==> src/rtl/hamming74_secded_dec.sv <==
// -----------------------------------------------------------------------------
// hamming74_secded_dec
//
// Two-stage pipelined Hamming(7,4) SECDED decoder with valid/ready handshakes
// on both sides.
//   Stage 1 registers the raw codeword, the 3-bit syndrome and the overall
//           parity.
//   Stage 2 registers the corrected data nibble and the error class.
//
// Codeword layout: bit7 is the overall parity. Bits[6:0] hold Hamming
// positions 7..1, so bit k carries position k+1. The data nibble is
// {pos7, pos6, pos5, pos3}.
//
// Optional feature: define HAMMING_SECDED_ERR_CNT_EN to build three
// saturating error counters. When the macro is undefined, the counter outputs
// are tied to zero and i_cnt_clr is ignored.
//
// Ports
//   i_clk            clock, rising edge
//   i_rst_n          synchronous active-low reset
//   i_valid          input codeword valid
//   o_ready          decoder accepts a codeword this cycle
//   i_codeword[7:0]  SECDED codeword
//   o_valid          decoded result valid
//   i_ready          downstream accepts the result
//   o_data[3:0]      decoded (corrected) data
//   o_1bit_error     single error in positions 1..7, corrected
//   o_2bit_error     double error, data passed through uncorrected
//   o_parity_error   only the overall parity bit was flipped
//   i_cnt_clr        synchronous clear of all error counters
//   o_cnt_1bit, o_cnt_2bit, o_cnt_parity [CNT_W-1:0]  error counters
// -----------------------------------------------------------------------------
module hamming74_secded_dec #(
  parameter int CNT_W = 16
) (
  input  logic             i_clk,
  input  logic             i_rst_n,
  input  logic             i_valid,
  output logic             o_ready,
  input  logic [7:0]       i_codeword,
  output logic             o_valid,
  input  logic             i_ready,
  output logic [3:0]       o_data,
  output logic             o_1bit_error,
  output logic             o_2bit_error,
  output logic             o_parity_error,
  input  logic             i_cnt_clr,
  output logic [CNT_W-1:0] o_cnt_1bit,
  output logic [CNT_W-1:0] o_cnt_2bit,
  output logic [CNT_W-1:0] o_cnt_parity
);

  // ---------------------------------------------------------------------------
  // Handshake: each stage advances when the stage after it can take its word.
  // ---------------------------------------------------------------------------
  logic adv1, adv2;

  // Stage 1 state
  logic       s1_valid_q, s1_valid_d;
  logic [7:0] s1_cw_q,    s1_cw_d;
  logic [2:0] s1_syn_q,   s1_syn_d;
  logic       s1_par_q,   s1_par_d;

  // Stage 2 state (drives the outputs directly)
  logic       s2_valid_q, s2_valid_d;
  logic [3:0] s2_data_q,  s2_data_d;
  logic       s2_err1_q,  s2_err1_d;
  logic       s2_err2_q,  s2_err2_d;
  logic       s2_errp_q,  s2_errp_d;

  // Stage 2 decode results
  logic [6:0] corr;
  logic       syn_nz;

  assign adv2    = !s2_valid_q || i_ready;
  assign adv1    = !s1_valid_q || adv2;
  assign o_ready = adv1;

  // ---------------------------------------------------------------------------
  // Stage 1 next state: the syndrome bit for weight w is the XOR of every
  // position whose index has bit w set.
  // ---------------------------------------------------------------------------
  always_comb begin
    // NOTE: every signal gets a default first, so no path leaves a value
    // unassigned and no latch is inferred.
    s1_valid_d = s1_valid_q;
    s1_cw_d    = s1_cw_q;
    s1_syn_d   = s1_syn_q;
    s1_par_d   = s1_par_q;
    if (adv1) begin
      s1_valid_d = i_valid;
    end
    if (adv1 && i_valid) begin
      s1_cw_d     = i_codeword;
      s1_syn_d[0] = i_codeword[0] ^ i_codeword[2] ^ i_codeword[4] ^ i_codeword[6];
      s1_syn_d[1] = i_codeword[1] ^ i_codeword[2] ^ i_codeword[5] ^ i_codeword[6];
      s1_syn_d[2] = i_codeword[3] ^ i_codeword[4] ^ i_codeword[5] ^ i_codeword[6];
      s1_par_d    = ^i_codeword;
    end
  end

  // ---------------------------------------------------------------------------
  // Stage 2 next state: classify and correct. A non-zero syndrome together
  // with odd overall parity names the single flipped position. A non-zero
  // syndrome with even parity is a double error, so the data is passed on
  // untouched.
  // ---------------------------------------------------------------------------
  always_comb begin
    syn_nz = (s1_syn_q != 3'd0);
    corr   = s1_cw_q[6:0];
    if (syn_nz && s1_par_q) begin
      corr = s1_cw_q[6:0] ^ (7'd1 << (s1_syn_q - 3'd1));
    end

    s2_valid_d = s2_valid_q;
    s2_data_d  = s2_data_q;
    s2_err1_d  = s2_err1_q;
    s2_err2_d  = s2_err2_q;
    s2_errp_d  = s2_errp_q;
    if (adv2) begin
      s2_valid_d = s1_valid_q;
    end
    // An empty stage 2 loads even while i_ready is low (adv2 is then true),
    // which collapses bubbles. The payload is only replaced by a real word.
    if (adv2 && s1_valid_q) begin
      s2_data_d = {corr[6], corr[5], corr[4], corr[2]};
      s2_err1_d = syn_nz && s1_par_q;
      s2_err2_d = syn_nz && !s1_par_q;
      s2_errp_d = !syn_nz && s1_par_q;
    end
  end

  // Valid bits, outputs and flags are cleared on reset.
  always_ff @(posedge i_clk) begin
    // NOTE: sequential state uses non-blocking assignments only, so every flop
    // samples the pre-edge value of the others.
    if (!i_rst_n) begin
      s1_valid_q <= 1'b0;
      s2_valid_q <= 1'b0;
      s2_data_q  <= 4'd0;
      s2_err1_q  <= 1'b0;
      s2_err2_q  <= 1'b0;
      s2_errp_q  <= 1'b0;
    end else begin
      s1_valid_q <= s1_valid_d;
      s2_valid_q <= s2_valid_d;
      s2_data_q  <= s2_data_d;
      s2_err1_q  <= s2_err1_d;
      s2_err2_q  <= s2_err2_d;
      s2_errp_q  <= s2_errp_d;
    end
  end

  // NOTE: the stage 1 payload has no reset. Its value is ignored while
  // s1_valid_q is low, so clearing it would only add reset fan-out.
  always_ff @(posedge i_clk) begin
    s1_cw_q  <= s1_cw_d;
    s1_syn_q <= s1_syn_d;
    s1_par_q <= s1_par_d;
  end

  assign o_valid        = s2_valid_q;
  assign o_data         = s2_data_q;
  assign o_1bit_error   = s2_err1_q;
  assign o_2bit_error   = s2_err2_q;
  assign o_parity_error = s2_errp_q;

  // ---------------------------------------------------------------------------
  // Error counters
  // ---------------------------------------------------------------------------
`ifdef HAMMING_SECDED_ERR_CNT_EN
  logic [CNT_W-1:0] cnt1_q, cnt1_d;
  logic [CNT_W-1:0] cnt2_q, cnt2_d;
  logic [CNT_W-1:0] cntp_q, cntp_d;
  logic             fire;

  // Saturating increment: the counter stops at all-ones.
  function automatic logic [CNT_W-1:0] sat_inc(input logic [CNT_W-1:0] c,
                                               input logic             en);
    return (en && (c != '1)) ? c + CNT_W'(1) : c;
  endfunction

  assign fire = s2_valid_q && i_ready;

  // A clear takes priority over an increment in the same cycle.
  always_comb begin
    cnt1_d = sat_inc(cnt1_q, fire && s2_err1_q);
    cnt2_d = sat_inc(cnt2_q, fire && s2_err2_q);
    cntp_d = sat_inc(cntp_q, fire && s2_errp_q);
    if (i_cnt_clr) begin
      cnt1_d = '0;
      cnt2_d = '0;
      cntp_d = '0;
    end
  end

  always_ff @(posedge i_clk) begin
    if (!i_rst_n) begin
      cnt1_q <= '0;
      cnt2_q <= '0;
      cntp_q <= '0;
    end else begin
      cnt1_q <= cnt1_d;
      cnt2_q <= cnt2_d;
      cntp_q <= cntp_d;
    end
  end

  assign o_cnt_1bit   = cnt1_q;
  assign o_cnt_2bit   = cnt2_q;
  assign o_cnt_parity = cntp_q;
`else
  // Counters are not built. The clear input is intentionally left unused.
  logic unused_cnt_clr;
  assign unused_cnt_clr = i_cnt_clr;

  assign o_cnt_1bit   = '0;
  assign o_cnt_2bit   = '0;
  assign o_cnt_parity = '0;
`endif

endmodule

==> config.mk <==
export PLATFORM = sky130hd
export DESIGN_NAME = hamming74_secded_dec
export DESIGN_NICKNAME = d
export VERILOG_FILES = /design/src/rtl/hamming74_secded_dec.sv
export SDC_FILE = /design/constraint.sdc
export NUM_CORES = 1
export LEC_CHECK = 0
export ABC_AREA = 1
export CAP_MARGIN = 20
export CORE_ASPECT_RATIO = 0.9
export CORE_MARGIN = 2
export CORE_UTILIZATION = 35
export CTS_BUF_LIST = sky130_fd_sc_hd__clkbuf_8
export CTS_CLUSTER_SIZE = 24
export DETAILED_ROUTE_END_ITERATION = 12
export PLACE_DENSITY = 0.76
export SYNTH_ARGS = -nofsm -noshare
export SYNTH_HDL_FRONTEND = slang
export SYNTH_SLANG_ARGS = --single-unit
==> constraint.sdc <==
create_clock -name i_clk -period 1.3 [get_ports i_clk]
set_input_delay 0.325 -clock i_clk [delete_from_list [all_inputs] [get_ports i_clk]]
set_output_delay 0.325 -clock i_clk [all_outputs]
set_load 0.03 [all_outputs]
==> impl_metrics.csv, run 1 <==
group,metric,value,unit
worst_setup_path,worst_setup_path_start_kind,"flop",
global_routing,track_usage,9.72,%
worst_setup_path,reg2reg_slack,-0.11,ns
die,die_w,68.5,um
synthesis,yosysMostFrequentCell,"buf_4",
sta,rsz0062_at_grt,"yes",
clock_tree,hold_buffers,0,
drt,drt-initial-drc-count,48,
power_and_ir_drop,ir_worst_vdd,311,uV
global_routing,overflow,0,
die,die_y,62.0,um
die,io-pin-count,70,
drt,routedWlPerCell,8.37,um
drt,vias,923,
drt,drtAntennaViolNets,0,
clock_tree,clk_pin_slew,0.06,ns
clock_tree,clock_latency,0.25,ns
worst_hold_path,holdPathStages,2,
sta,maxSlewViolCount,0,
die,fp-row-count,21,
worst_setup_path,cp_max_fo,5,
worst_setup_path,path_delay_family,"simple AND/OR/NAND/NOR gates",
clock_tree,htree_levels,1,
worst_setup_path,critical_path_class,"flop to flop",
worst_setup_path,cpMaxStageDelayCell,"edfxtp_1",
synthesis,async_flop_share,0,%
outcome,status,"finished with violations",
synthesis,synth.area.top_cells,"buf_4 28%, edfxtp_1 18%, dfxtp_1 14%, nand2_1 7.2%, xnor2_1 4.7%",
clock_tree,root_buffer,"clkbuf_8",
global_routing,grt_pass1_wl,3030,um
global_routing,met2_usage,19.5,%
worst_setup_path,cp.depth,8,
global_routing,grt_pass1_vias,766,
worst_setup_path,crit_buf_inv,1,
die,core-area,3650,sq um
worst_setup_path,worstPathArrival,1.55,ns
worst_setup_path,cpPeakStageDelay,0.41,ns
synthesis,syn_area_per_cell,8.08,sq um
sta,setup_viol,4,
worst_hold_path,min_to,"s1_cw_q[2]$_DFFE_PP_",
job,cap_violations,0,
power_and_ir_drop,power_density,1040,nW/um^2
placement,placedInstanceArea,1420,sq um
clock_tree,cts_buffer_depth,2,
sta,holdWs,0.471,ns
die,start_util,35.8,%
layout,stdcell_area,1580,sq um
global_routing,grt.busiest_layer,"met2",
layout,synthToLayoutAreaGrowth,20.8,%
layout,fin_util,43.3,%
sta,finalWorstPathRequiredPeriod,1.41,ns
die,die_area,4240,sq um
worst_hold_path,holdCritPathClass,"input port to flop",
synthesis,ys.flop_type,"dfxtp_1",
global_routing,grt_start_max_net_pins,13,
placement,gp_congestion,0.762,
synthesis,synth.distinct_cells,25,
power_and_ir_drop,fin_total_pwr,1.64,mW
sta,clock.fmax,712,MHz
sta,fin_ws,-0.105,ns
placement,io_buffers,20,
synthesis,synth_top_cell_area_share,27.5,%
worst_setup_path,crit_path_end_kind,"flop",
worst_setup_path,rr_endpoint,"o_data[2]$_SDFFE_PN0P_",
sta,fin_worst_skew,0.00452,ns
placement,hpwlAfterDp,1610,um
drt,routed_wl,2060,um
drt,dr.pass1.iters,4,
layout,diodes,0,
worst_setup_path,critPathMostFrequentCell,"nand2_1",
outcome,violations,"negative setup slack",
clock_tree,numCtsBuffers,3,
sta,hold_violations,0,
clock_tree,cts_sinks,17,
worst_setup_path,r2r_cells,8,
synthesis,yosysTopAreaCell,"buf_4",
worst_setup_path,worstReg2RegStart,"s1_syn_q[0]$_DFFE_PP_",
synthesis,synth_common_cells,"48 x buf_4, 25 x nand2_1, 16 x inv_1, 11 x nand3_1, 9 x dfxtp_1",
layout,nNetsFinal,215,
sta,tns,-0.249,ns
layout,drive_above_1_share,28.0,%
synthesis,seq_area_frac_synth,32.1,%
synthesis,ys_ff_latch,17,
worst_setup_path,crit_chain,"nor2_2 -> ha_4 -> nor2_4 -> nand2_1 -> nand2_1 -> nand3_2 -> nand2_1 -> inv_1",
global_routing,antenna_found_initial,0,
drt,via_per_inst,3.75,
drt,drc,0,
sta,finalCritPeriodShare,108,%
worst_hold_path,hp-start,"i_codeword[2]",
synthesis,postSynthCellCount,162,
synthesis,syn_area,1310,sq um
global_routing,use_met3,1.62,%
worst_setup_path,cp.required,1.45,ns
clock_tree,cts_tree,"done",
synthesis,yosys_warnings,0,
power_and_ir_drop,p_leak,0.849,nW
global_routing,grtUsageMet1,9.10,%
synthesis,synth_edf_count,8,
-- final cells by class --
cell class,count,area (sq um)
clock buffers,3,41.3
fillers,356,2070
well taps,46,57.6
repair buffers,37,318
clock inverters,1,3.75
flip-flops and latches,17,423
inverters,20,77.6
multi-input cells,122,661
-- flip-flops by register name, indices dropped and copies added, names as in the netlist --
name	count
o_data	4
s1_cw_q	4
s1_syn_q	3
o_2bit_error	1
o_1bit_error	1
s1_valid_q	1
s1_par_q	1
o_parity_error	1
o_valid	1
-- layer usage --
layer | part of all wire [%] | vias up | wire (um)
li1 | - | 475 | -
met1 | 34 | 410 | 706
met2 | 56 | 34 | 1160
met3 | 7.7 | 4 | 159
met4 | 1.7 | 0 | 34
met5 | 0 | - | 0
-- what timing repair did --
action                                  in CTS  in global routing
pin swaps                                    1                  8
endpoints found under the hold margin        0                  0
endpoints found under the setup margin       5                  6
gates resized for setup                      8                 14
setup buffers                                3                  3
-- worst max path at each step --
stage                             end  slack [ns]                  start
2_1_floorplan  o_data[2]$_SDFFE_PN0P_        0.02  s1_syn_q[1]$_DFFE_PP_
3_3_place_gp       s1_par_q$_DFFE_PP_       -0.27          i_codeword[6]
3_5_place_dp       s1_par_q$_DFFE_PP_       -0.32          i_codeword[6]
4_1_cts        o_data[2]$_SDFFE_PN0P_       -0.06  s1_syn_q[1]$_DFFE_PP_
5_1_grt        o_data[2]$_SDFFE_PN0P_       -0.16  s1_syn_q[0]$_DFFE_PP_
6_report       o_data[2]$_SDFFE_PN0P_       -0.11  s1_syn_q[0]$_DFFE_PP_
-- worst register-to-register path: stages (launching register included) --
cell      delay, ns
edfxtp_1       0.41
nor2_2         0.19
ha_4           0.24
nor2_4         0.17
nand2_1        0.07
nand2_1        0.07
nand3_2        0.06
nand2_1        0.06
inv_1          0.03
-- placed cells by master (no fill, tap or decap), types with 4 or more instances in the layout --
cell type / n
dlygate4sd2_1: 4
buf_4: 24
nand3_1: 7
xnor2_1: 5
conb_1: 48
edfxtp_1: 8
nor2_1: 6
dfxtp_1: 7
inv_1: 17
xor2_1: 5
dlymetal6s2s_1: 4
nand3_2: 5
nor2_2: 4
a21oi_1: 5
nand2_2: 5
nand2_1: 22
-- per-stage QoR --
stage	worst slack, ns	cells
3_3_place_gp	-0.274	236
6_report	-0.105	246
4_1_cts	-0.0617	243
2_1_floorplan	0.0152	209
5_1_grt	-0.160	246
3_5_place_dp	-0.322	236
-- logic make-up (layout without fill, tap and decap cells) --
| family | after synthesis | count (layout) | share of synthesized area [%] |
|---|---|---|---|
| buffers and inverters | 70 | 61 | 35.5 |
| AND/OR/NAND/NOR | 52 | 52 | 18.5 |
| flip-flops | 17 | 17 | 32.1 |
| XOR/XNOR | 13 | 13 | 9.27 |
| AO/OA/AOI/OAI | 8 | 8 | 3.35 |
| adder cells (fa/ha/maj) | 1 | 1 | 0.956 |
| other | 1 | 48 | 0.287 |
-- report_power, final --
part	switching, mW	internal, mW
Combinational	0.412	0.207
Clock	0.168	0.209
Sequential	0.0267	0.614
Total	0.607	1.03
Power figures use the tool's default switching activity.
==> run 2, diff against run 1 <==
--- a/config.mk
+++ b/config.mk
@@ -14,6 +14,7 @@
 export CTS_CLUSTER_SIZE = 24
 export DETAILED_ROUTE_END_ITERATION = 12
 export PLACE_DENSITY = 0.76
+export SLEW_MARGIN = 20
 export SYNTH_ARGS = -nofsm -noshare
 export SYNTH_HDL_FRONTEND = slang
 export SYNTH_SLANG_ARGS = --single-unit
==> results of run 2 <==
Same layout as run 1: the final DEF is identical, and so are final timing and power.
==> run 3, diff against run 2 <==
--- a/config.mk
+++ b/config.mk
@@ -13,7 +13,7 @@
 export CTS_BUF_LIST = sky130_fd_sc_hd__clkbuf_8
 export CTS_CLUSTER_SIZE = 24
 export DETAILED_ROUTE_END_ITERATION = 12
-export PLACE_DENSITY = 0.76
+export PLACE_DENSITY = 0.73
 export SLEW_MARGIN = 20
 export SYNTH_ARGS = -nofsm -noshare
 export SYNTH_HDL_FRONTEND = slang
==> constraint.sdc (replaced) <==
create_clock -name i_clk -period 1.74 [get_ports i_clk]
set_input_delay 0.435 -clock i_clk [delete_from_list [all_inputs] [get_ports i_clk]]
set_output_delay 0.435 -clock i_clk [all_outputs]
set_load 0.03 [all_outputs]
==> impl_metrics.csv, run 3 (synthesis results as in run 1) <==
group,metric,value,unit
outcome,status,"completed",
job,cap_violations,0,
worst_setup_path,crit_chain,"clkdlybuf4s50_1",
layout,stdcell_area,1410,sq um
placement,hpwlAfterDp,1410,um
worst_setup_path,cpPeakStageDelay,0.67,ns
sta,setup_viol,0,
worst_setup_path,worstReg2RegStart,"s1_syn_q[1]$_DFFE_PP_",
clock_tree,cts_buffer_depth,2,
worst_hold_path,min_to,"o_parity_error$_SDFFE_PN0P_",
layout,drive_above_1_share,10.3,%
die,core-area,3650,sq um
clock_tree,htree_levels,1,
global_routing,antenna_found_initial,0,
worst_setup_path,cp.required,1.30,ns
clock_tree,clk_pin_slew,0.07,ns
layout,fillers,392,
placement,placedInstanceArea,1360,sq um
worst_setup_path,crit_start,"o_data[2]$_SDFFE_PN0P_",
power_and_ir_drop,p_leak,0.714,nW
global_routing,grt_pass1_wl,2680,um
drt,dr.pass1.iters,2,
global_routing,overflow,0,
clock_tree,cts_sinks,17,
power_and_ir_drop,fin_total_pwr,1.16,mW
sta,finalWorstPathRequiredPeriod,1.70,ns
layout,final_common_cell,"conb_1",
die,start_util,35.8,%
worst_setup_path,rr_endpoint,"o_data[2]$_SDFFE_PN0P_",
die,die_w,68.5,um
placement,dpl.cell_count,226,
die,die_y,62.0,um
worst_setup_path,critical_path_class,"flop to output pin",
drt,drt-initial-drc-count,26,
drt,drc,0,
global_routing,grt_start_max_net_pins,13,
power_and_ir_drop,switching_share,37.3,%
power_and_ir_drop,power_density,824,nW/um^2
placement,io_buffers,20,
worst_setup_path,cpMaxStageDelayCell,"clkdlybuf4s50_1",
layout,multi_input_area,601,sq um
worst_setup_path,r2r_cells,8,
drt,routed_wl,1700,um
layout,seq_area,420,sq um
worst_setup_path,worstPathArrival,1.26,ns
worst_setup_path,crit_buf_inv,1,
clock_tree,numCtsBuffers,3,
layout,diodes,0,
drt,routedWlPerCell,7.39,um
sta,hold_violations,0,
layout,synthToLayoutAreaGrowth,7.84,%
power_and_ir_drop,ir_worst_vdd,254,uV
die,io-pin-count,70,
power_and_ir_drop,p_int,728,uW
drt,drtAntennaViolNets,0,
power_and_ir_drop,power_frac_clock,25.6,%
sta,maxSlewViolCount,0,
power_and_ir_drop,p_sw,434,uW
power_and_ir_drop,seqPwrFrac,41.1,%
worst_setup_path,reg2reg_slack,0.32,ns
sta,tns,0,ns
worst_hold_path,holdPathStages,2,
clock_tree,cts_tree,"done",
sta,rsz0062_at_grt,"no",
worst_hold_path,holdCritPathClass,"flop to flop",
layout,layout.cells.non_filler,230,
drt,vias,843,
global_routing,grt_pass1_vias,694,
worst_setup_path,path_delay_family,"buffers and inverters",
clock_tree,clock_latency,0.25,ns
worst_setup_path,crit_path_end_kind,"output pin",
sta,finalCritPeriodShare,97.7,%
worst_hold_path,hp-start,"o_parity_error$_SDFFE_PN0P_",
sta,holdWs,0.482,ns
placement,gp_congestion,0.843,
worst_setup_path,cp_max_fo,2,
die,fp-row-count,21,
drt,via_per_inst,3.67,
layout,nNetsFinal,199,
worst_setup_path,worst_setup_path_start_kind,"flop",
layout,final_cell_mix,"48 x conb_1, 25 x nand2_1, 17 x clkdlybuf4s50_1, 16 x inv_1, 11 x nand3_1",
sta,fin_worst_skew,0.00375,ns
clock_tree,post-cts-setup-buffers,0,
clock_tree,root_buffer,"clkbuf_8",
power_and_ir_drop,pwr-share-comb,33.3,%
die,die_area,4240,sq um
sta,clock.fmax,588,MHz
global_routing,track_usage,8.53,%
run 3: cell types whose count changed in the layout (fill, tap and decap cells not counted), moves of 3 or more:
cell / previous run / this run
buf_4: 24 / 2
clkdlybuf4s50_1: 3 / 17
nand3_1: 7 / 11
nand3_2: 5 / 1
dlygate4sd2_1: 4 / 1
dlymetal6s2s_1: 4 / 1
nand2_1: 22 / 25
nand2_2: 5 / 2
run 3: area by class of cell:
class / instances / share of cell area [%]
clock buffer: 3 / 2.93
clock inverter: 1 / 0.532
inverter: 20 / 5.50
multi-input combinational: 122 / 42.6
sequential: 17 / 29.8
tap: 46 / 4.08
timing repair buffer: 21 / 14.6
run 3: what timing repair did:
item,in CTS,in global routing
resized for setup,1,1
endpoints found under the setup margin,1,1
hold buffers,0,0
pin swaps,0,0
run 3: power groups by stage:
stage | registers, mW | logic, mW | clock network, mW
3_3_place_gp | 0.485 | 0.383 | 0
6_report | 0.478 | 0.387 | 0.297
5_1_grt | 0.483 | 0.427 | 0.315
2_1_floorplan | 0.508 | 0.374 | 0
4_1_cts | 0.478 | 0.388 | 0.305
3_5_place_dp | 0.486 | 0.388 | 0
run 3: worst max path at each step:
stage | to | slack, ns | cells after the start
floorplan | s1_cw_q[2]$_DFFE_PP_ | 0.27 | 3
global placement | s1_par_q$_DFFE_PP_ | 0.02 | 6
detailed placement | s1_par_q$_DFFE_PP_ | 0.01 | 6
CTS | o_2bit_error | 0.03 | 1
global route | o_data[3] | 0.002 | 1
finish | o_data[2] | 0.04 | 1
run 3: worst min-delay path: stages, from the launching register on:
cell	delay (ns)
dfxtp_1	0.31
nand2_1	0.08
a21oi_2	0.05
run 3: metrics by stage:
step | util, % | setup slack [ns]
floorplan | - | 0.274
global placement | 37.3 | 0.0199
detailed placement | 37.3 | 0.0112
CTS | 38.6 | 0.0292
global route | 38.6 | 0.00196
finish | 38.6 | 0.0405
run 3: routing by layer:
metal | wire (um) | GRT usage (%) | up-vias
li1 | - | - | 445
met1 | 619 | 7.55 | 357
met2 | 874 | 16.9 | 34
met3 | 148 | 1.98 | 7
met4 | 57 | 6.00 | 0
met5 | 0 | 0 | -
